`config.mk`:
```
export PLATFORM = sky130hd
export DESIGN_NAME = md_sched
export DESIGN_NICKNAME = d
export VERILOG_FILES = /design/src/rtl/md_pkg.sv /design/src/rtl/md_lat_counter.sv /design/src/rtl/md_sched.sv
export SDC_FILE = /design/constraint.sdc
export NUM_CORES = 1
export LEC_CHECK = 0
export CAP_MARGIN = 30
export CORE_AREA = 2 2 130 107
export CTS_CLUSTER_SIZE = 24
export DETAILED_ROUTE_END_ITERATION = 7
export DIE_AREA = 0 0 132 109
export PLACE_DENSITY = 0.83
export SLEW_MARGIN = 10
export SYNTH_ARGS = -nofsm -noshare
export SYNTH_HDL_FRONTEND = slang
export SYNTH_SLANG_ARGS = --single-unit
```
`constraint.sdc`:
```
create_clock -name clk -period 3.6 [get_ports clk]
set_clock_uncertainty 0.1 [all_clocks]
set_input_delay 0.54 -clock clk [delete_from_list [all_inputs] [get_ports clk]]
set_output_delay 0.54 -clock clk [all_outputs]
set_load 0.03 [all_outputs]
```
`src/rtl/md_pkg.sv`:
```
// Shared constants and helpers for the HI/LO multiply/divide scheduler.
package md_pkg;

   localparam logic [2:0]  MD_NONE  = 3'd0;
   localparam logic [2:0]  MD_MULT  = 3'd1;
   localparam logic [2:0]  MD_MULTU = 3'd2;
   localparam logic [2:0]  MD_DIV   = 3'd3;
   localparam logic [2:0]  MD_DIVU  = 3'd4;
   localparam logic [31:0] DIVZ_LO  = 32'hFFFF_FFFF;

   typedef enum logic [1:0] {
      ST_IDLE = 2'd0,
      ST_BUSY = 2'd1,
      ST_DONE = 2'd2
   } md_state_e;

   // Codes 5..7 are not unit operations and behave like MD_NONE.
   function automatic logic is_md_op(input logic [2:0] op);
      return (op != MD_NONE) && (op inside {MD_MULT, MD_MULTU, MD_DIV, MD_DIVU});
   endfunction

   function automatic logic is_div_op(input logic [2:0] op);
      return (op == MD_DIV) || (op == MD_DIVU);
   endfunction

   function automatic logic is_signed_op(input logic [2:0] op);
      return (op == MD_MULT) || (op == MD_DIV);
   endfunction

endpackage

```
`src/rtl/md_lat_counter.sv`:
```
// Loadable down-counter that times the fixed latency of the multiply/divide unit.
module md_lat_counter #(
   parameter int CNT_W = 6
) (
   input  logic             clk,
   input  logic             rst,
   input  logic             load,
   input  logic [CNT_W-1:0] load_val,
   input  logic             dec,
   output logic             zero
);

   logic [CNT_W-1:0] cnt_q;

   // Count register: load wins over decrement, never wraps below zero.
   always_ff @(posedge clk) begin
      if (!rst) begin
         cnt_q <= {CNT_W{1'b0}};
      end else if (load) begin
         cnt_q <= load_val;
      end else if (dec && (cnt_q != {CNT_W{1'b0}})) begin
         cnt_q <= cnt_q - {{(CNT_W-1){1'b0}}, 1'b1};
      end else begin
         cnt_q <= cnt_q;
      end
   end

   assign zero = (cnt_q == {CNT_W{1'b0}});

endmodule

```
`src/rtl/md_sched.sv`:
```
// Issues mult/div operations to the shared HI/LO unit, times them, writes results
// back and stalls the pipeline while a dependent instruction waits for the unit.
module md_sched
   import md_pkg::*;
#(
   parameter int MUL_LAT = 4,
   parameter int DIV_LAT = 33,
   parameter int CNT_W   = 6
) (
   input  logic        clk,
   input  logic        rst,
   input  logic [2:0]  Eop,
   input  logic [31:0] Ea,
   input  logic [31:0] Eb,
   input  logic        Erd_hilo,
   input  logic        exc_flush,
   input  logic [31:0] md_hi,
   input  logic [31:0] md_lo,
   output logic        md_start,
   output logic        md_isdiv,
   output logic        md_signed,
   output logic [31:0] md_a,
   output logic [31:0] md_b,
   output logic        stall,
   output logic [31:0] hi_out,
   output logic [31:0] lo_out,
   output logic        w_hi,
   output logic        w_lo
);

   md_state_e        state_q, state_d;
   logic             accept_s, divz_s, capture_s;
   logic             cnt_load_s, cnt_dec_s, cnt_zero_s;
   logic [CNT_W-1:0] load_val_s;
   logic             start_q, isdiv_q, signed_q, done_q;
   logic [31:0]      a_q, b_q, hi_q, lo_q;

   assign load_val_s = is_div_op(Eop) ? CNT_W'(DIV_LAT - 1) : CNT_W'(MUL_LAT - 1);

   md_lat_counter #(.CNT_W(CNT_W)) u_cnt (
      .clk      (clk),
      .rst      (rst),
      .load     (cnt_load_s),
      .load_val (load_val_s),
      .dec      (cnt_dec_s),
      .zero     (cnt_zero_s)
   );

   // Next-state logic; a zero divisor skips the unit entirely.
   always_comb begin
      state_d    = state_q;
      accept_s   = 1'b0;
      divz_s     = 1'b0;
      capture_s  = 1'b0;
      cnt_load_s = 1'b0;
      cnt_dec_s  = 1'b0;
      case (state_q)
         ST_IDLE: begin
            if (is_md_op(Eop) && !exc_flush) begin
               accept_s = 1'b1;
               if (is_div_op(Eop) && (Eb == 32'd0)) begin
                  divz_s  = 1'b1;
                  state_d = ST_DONE;
               end else begin
                  cnt_load_s = 1'b1;
                  state_d    = ST_BUSY;
               end
            end else begin
               state_d = ST_IDLE;
            end
         end
         ST_BUSY: begin
            if (exc_flush) begin
               state_d = ST_IDLE;
            end else if (cnt_zero_s) begin
               capture_s = 1'b1;
               state_d   = ST_DONE;
            end else begin
               cnt_dec_s = 1'b1;
               state_d   = ST_BUSY;
            end
         end
         ST_DONE: begin
            state_d = ST_IDLE;
         end
         default: begin
            state_d = ST_IDLE;
         end
      endcase
   end

   // State, operand latches and result registers.
   always_ff @(posedge clk) begin
      if (!rst) begin
         state_q  <= ST_IDLE;
         start_q  <= 1'b0;
         isdiv_q  <= 1'b0;
         signed_q <= 1'b0;
         done_q   <= 1'b0;
         a_q      <= 32'd0;
         b_q      <= 32'd0;
         hi_q     <= 32'd0;
         lo_q     <= 32'd0;
      end else begin
         state_q <= state_d;
         start_q <= cnt_load_s;
         done_q  <= (state_d == ST_DONE);
         if (accept_s) begin
            a_q      <= Ea;
            b_q      <= Eb;
            isdiv_q  <= is_div_op(Eop);
            signed_q <= is_signed_op(Eop);
         end
         if (divz_s) begin
            hi_q <= Ea;
            lo_q <= DIVZ_LO;
         end else if (capture_s) begin
            hi_q <= md_hi;
            lo_q <= md_lo;
         end
      end
   end

   // A flush or reset landing on the DONE cycle still suppresses the write.
   assign w_hi      = done_q & ~exc_flush & rst;
   assign w_lo      = done_q & ~exc_flush & rst;
   assign stall     = (state_q != ST_IDLE) & (is_md_op(Eop) | Erd_hilo) & ~exc_flush;
   assign md_start  = start_q;
   assign md_isdiv  = isdiv_q;
   assign md_signed = signed_q;
   assign md_a      = a_q;
   assign md_b      = b_q;
   assign hi_out    = hi_q;
   assign lo_out    = lo_q;

endmodule

```
======== Word level (Yosys, flattened, before mapping) ========
Index checks and enable logic that the tools add are counted.
word-level totals
  output and inout bits ................... 134
  register bits ........................... 140
  logic and storage cells ................. 65
  input bits .............................. 135
operators by class
  mux-type cells .......................... 26
  reduce and logical (&&, ||, !) cells .... 16
  equality and inequality tests ........... 6
  add/subtract/negate cells ............... 1
  bitwise logic cells ..................... 6
operator list
  cell                                                                    number
  32-bit two-way mux                                                      4
  32-bit logical NOT                                                      1
  6-bit two-way mux                                                       3
  1-bit two-way mux                                                       14
  2-bit two-way mux                                                       4
  3-bit by 2-bit equality test with 1-bit output (second input constant)  2
  6-bit logical NOT                                                       1
  2-bit nonzero test                                                      3
  6-bit nonzero test                                                      1
  6-bit by 1-bit subtractor with 6-bit output (second input constant)     1
  1-bit AND                                                               4
  1-bit logical AND                                                       4
  2-bit case mux with 2 select lines                                      1
  4-bit nonzero test                                                      1
  3-bit by 1-bit equality test with 1-bit output (second input constant)  1
  3-bit equality test (second input constant)                             1
  3-bit nonzero test                                                      1
  2-bit by 1-bit equality test with 1-bit output (second input constant)  1
  2-bit equality test (second input constant)                             1
  2-bit logical NOT                                                       1
  1-bit logical OR                                                        2
  1-bit logical NOT                                                       1
  1-bit inverter                                                          1
  1-bit bitwise OR                                                        1

======== Logic depth before layout (Yosys ltp) ========
  word-level depth ........................ 7
  mapped depth ............................ 7
  depth with buffers taken out ............ 7

======== Cells and area by module ========
Synthesis repeated with hierarchy kept, for this count alone.
unflattened totals
  cells, all modules ...................... 670
  area, all modules ....................... 5650.4 µm²
by module, submodules not included
  module          sequential area each (µm²)  area each (µm²)  instances  cells an instance
  md_sched        2682.6                      5276.3           1          628
  md_lat_counter  120.1                       374.1            1          42

======== Worst setup path after synthesis ========
Ideal clock, no wire load.
  path type ............................... in2reg
  start ................................... in Eb[21]
  end ..................................... reg hi_q[7] (netlist: hi_out[7])
  setup slack ............................. 1462 ps
  library setup time ...................... 136 ps
  required time ........................... 3364 ps
  path buffers ............................ 2
  stages .................................. 7
  arrival ................................. 1902 ps
  cells stage by stage .................... nor4_1 nand4_1 or4_1 buf_2 buf_2 nor2_1 a211oi_2
on the way
  cells in the longest elaborated chain, start to end .. 6
  elaborated cells on any way between the ends .. 7
  classes of those cells .................. mux (4); reduce/logical (3)
RTL lines
  element                                                          RTL line         RTL
  start, declared                                                  md_sched.sv:14   input logic [31:0] Eb,
  32-bit logical NOT *                                             md_sched.sv:61   if (is_div_op(Eop) && (Eb == 32'd0)) begin
  1-bit logical AND *                                              md_sched.sv:61
  1-bit two-way mux *                                              md_sched.sv:61
  1-bit two-way mux *                                              md_sched.sv:59   if (is_md_op(Eop) && !exc_flush) begin
  1-bit two-way mux *                                              md_sched.sv:57   case (state_q)
  32-bit two-way mux / 2-bit nonzero test (equally long branches)  n/a
  end signal, assigned                                             md_sched.sv:118  hi_q <= md_hi;
  end, declared                                                    md_sched.sv:36   logic [31:0] a_q, b_q, hi_q, lo_q;
Every way passes the cells marked *; elsewhere a longest branch is shown, timed or not.
A chain may end at the register's enable or synchronous reset.

======== Worst setup path after layout ========
  start ................................... in Eop[1]
  end ..................................... out stall
on the way
  cells in the longest elaborated chain, start to end .. 6
  elaborated cells on any way between the ends .. 10
  classes of those cells .................. eq/ne (4); bitwise (3); reduce/logical (3)
RTL lines
  element                                                                       RTL line         RTL
  start, declared                                                               md_sched.sv:12   input logic [2:0] Eop,
  3-bit by 1-bit equality test with 1-bit output, or another cell as far along  md_pkg.sv:19     return (op != MD_NONE) && (op inside {MD_MULT, MD_MULTU, MD_DIV, MD_DIVU});
  4-bit nonzero test                                                            md_pkg.sv:19
  1-bit logical AND *                                                           md_pkg.sv:19
  1-bit bitwise OR *                                                            md_sched.sv:127  assign stall = (state_q != ST_IDLE) & (is_md_op(Eop) | Erd_hilo) & ~exc_flush;
  1-bit AND * (2 in a row)                                                      md_sched.sv:127
  end, declared                                                                 md_sched.sv:24   output logic stall,
Marks and branches as above.

==> impl_metrics.yaml <==
global_route:
  grt_pass1_vias: 5495
  gr-total-overflow: 0
  grt_max_degree: 67
  antenna_found_initial: 0
  grt_use_total: 0.241
  grt_pass1_wl_mm: 27.5
clock_tree:
  htree_levels: 4
  clkTransAtPathRegs_ns: 0.06
  clockRootBuffer: "clkbuf_16"
  cts_setup_buffers: 0
  cts_tree: "yes"
  cts_resized: 0
  ctsHoldBuffers: 0
  cts_sinks: 140
  cts_max_path_buffers: 2
  clk_latency_ns: 0.41
  cts_made_buffers: 17
die:
  die-area_sq_um: 14400
  coreArea_sq_um: 13200
  fp.dieW_um: 132
  io_pins: 269
  fp-row-count: 38
  die_h_um: 109
  initial_core_util: 0.408
detailed_routing:
  vias_per_cell: 5.04
  drc_errors: 0
  drt_pre_antenna_iters: 5
  wl_per_cell_um: 15.8
  drtAntennaViolNets: 0
  drt-met1-wl_mm: 7.30
  drt-total-wl_mm: 17.2
  dr.first_iter.drc_count: 295
  wl_met2_mm: 7.96
  route.met3.wl_mm: 1.57
  via_count: 5499
  highest_layer: "met4"
sta:
  fmax_ghz: 0.342
  hold_slack_ns: 0.352
  final_hold_viol_count: 0
  worst_pin_slew_ns: 0.716
  setup_slack_ns: 0.677
  fin_crit_ns: 2.92
  finalCritPeriodShare: 0.812
  setup_tns_ns: 0
  rsz0062_at_grt: "no"
  finalSetupViolCount: 0
  maxSlewHeadroom: 0.522
  timing.final.max_slew_violations: 0
cells_and_area:
  final_cell_count_no_fill: 1090
  finish.instance_area_sq_um: 8820
  syn2layout_area_growth_pct: 64.2
  multi_input_area_sq_um: 2330
  nets: 1034
  diodes: 0
  seqCellArea_sq_um: 2800
  nFillCells: 1088
  drive_above_1_share: 0.0670
setup_path:
  cp_max_fo: 4
  worst_ep_required_time_ns: 2.96
  reg2reg_depth: 5
  r2r-end: "lo_out[28]$_SDFFE_PN0P_"
  critPathLaunch: "Eop[1]"
  reg2reg_from: "state_q[1]$_SDFF_PN0_"
  worstPathArrival_ns: 2.28
  critical_path.startpoint_type: "input port"
  cp-endpoint: "stall"
  r2r_setup_slack_ns: 1.42
  end_kind: "output port"
  crit_type: "in -> out"
yosys:
  syn_nets: 782
  synth-seq-cells: 140
  syn_area_sq_um: 5370
  synthDistinctLibCells: 36
  ys.flop_type: "dfxtp_1"
  synth_edf_count: 0
  seq_area_frac_synth: 0.522
  async_reset_ff_frac: 0
  netlist_instances: 645
  yosysWarnings: 0
  synth.avg_cell_area_sq_um: 8.33
pwr:
  power.density_nw_per_um2: 460
  p_leak_uw: 0.00306
  ir_worst_vdd_mv: 0.360
placed_design:
  post_dp_cell_area_sq_um: 8210
  dpl.hpwl_mm: 12.0
  pre_cts_ws_ns: 0.490
  routabilityCongestion: 0.771
  dp_cells: 1058
  io_buffers: 268
flow_run:
  drv_cap: 0
worst_hold_path:
  hp-class: "reg -> reg"
status:
  outcome: "completed"
[stage by stage]
stage          total power [uW]  utilization
2_1_floorplan              1970            -
3_3_place_gp               2300        0.623
3_5_place_dp               2300        0.623
4_1_cts                    4090        0.670
5_1_grt                    4220        0.670
6_report                   4060        0.670
[how the worst min path moves through the flow]
| stage | startpoint | slack [ns] | endpoint | cells after the start |
|---|---|---|---|---|
| floorplan | u_cnt.cnt_q[0]$_SDFFE_PN0P_ | 0.37 | u_cnt.cnt_q[0]$_SDFFE_PN0P_ | 2 |
| CTS | md_a[26]$_SDFFE_PN0P_ | 0.35 | md_a[26]$_SDFFE_PN0P_ | 2 |
| global placement | md_b[17]$_SDFFE_PN0P_ | 0.34 | md_b[17]$_SDFFE_PN0P_ | 2 |
| finish | md_a[26]$_SDFFE_PN0P_ | 0.35 | md_a[26]$_SDFFE_PN0P_ | 2 |
| detailed placement | md_a[26]$_SDFFE_PN0P_ | 0.35 | md_a[26]$_SDFFE_PN0P_ | 2 |
| global route | md_a[28]$_SDFFE_PN0P_ | 0.37 | md_a[28]$_SDFFE_PN0P_ | 2 |
[state kept, by name, summed over array words and instances (netlist names), 2 cells and up]
signal / flops
state_q: 2
u_cnt.cnt_q: 6
md_a: 32
lo_out: 32
hi_out: 32
md_b: 32
[critical path, stage by stage]
cell and delay [ns]:
clkdlybuf4s50_1 0.47, or3_1 0.45, a21oi_1 0.17, nor3_1 0.06, clkdlybuf4s50_1 0.60
[kinds of logic after synthesis]
logic type	count (synthesis)	share of synthesized area
simple gates	269	0.205
xor+xnor	3	0.00489
buf+inv	56	0.0468
compound gates	150	0.170
flops	140	0.522
fa+ha+maj	2	0.00466
mux	25	0.0466
[area by class of cell]
| type | count | share of cell area |
|---|---|---|
| multi-input combinational | 449 | 0.265 |
| timing repair buffer | 284 | 0.321 |
| clock buffer | 19 | 0.0514 |
| tap | 180 | 0.0255 |
| sequential | 140 | 0.318 |
| clock inverter | 13 | 0.0176 |
| inverter | 5 | 0.00241 |
[routing by layer]
metal / up-vias / GRT usage
li1: 2717 / -
met1: 2543 / 0.302
met2: 212 / 0.382
met3: 27 / 0.0948
met4: 0 / 0.0823
met5: - / 0
[cell usage after synthesis (all sizes together), types with 4 or more instances]
cell	count	area share
a211oi	25	0.039
a21oi	80	0.075
a22oi	8	0.011
a31oi	33	0.038
buf	16	0.019
clkbuf	35	0.024
dfxtp	140	0.52
inv	4	0.0028
mux2i	25	0.047
nand2	196	0.14
nand3	9	0.0084
nand4	4	0.0047
nor2	36	0.025
nor3	4	0.0047
nor4	10	0.012
[report_power, final]
part / internal [uW] / leakage (uW) / switching, uW / total (uW)
logic: 296 / 0.00163 / 325 / 621
registers: 1610 / 0.00114 / 34.0 / 1650
clock network: 1070 / 0.000289 / 712 / 1790
total: 2990 / 0.00306 / 1070 / 4060
[placed cells by master, fill, tap and decap left out, types with 3 or more instances in the layout]
cell and count:
a211oi_1 21, a211oi_2 4, a21oi_1 80, a22oi_1 8, a31oi_1 33, buf_4 14
clkbuf_16 17, clkdlybuf4s50_1 268, clkinv_4 3, clkinvlp_4 3, dfxtp_1 140, inv_1 4
inv_6 4, mux2i_1 25, nand2_1 196, nand3_1 8, nand4_1 4, nor2_1 36
nor3_1 3, nor4_1 9
No activity file was read; power rests on OpenSTA's default activity.
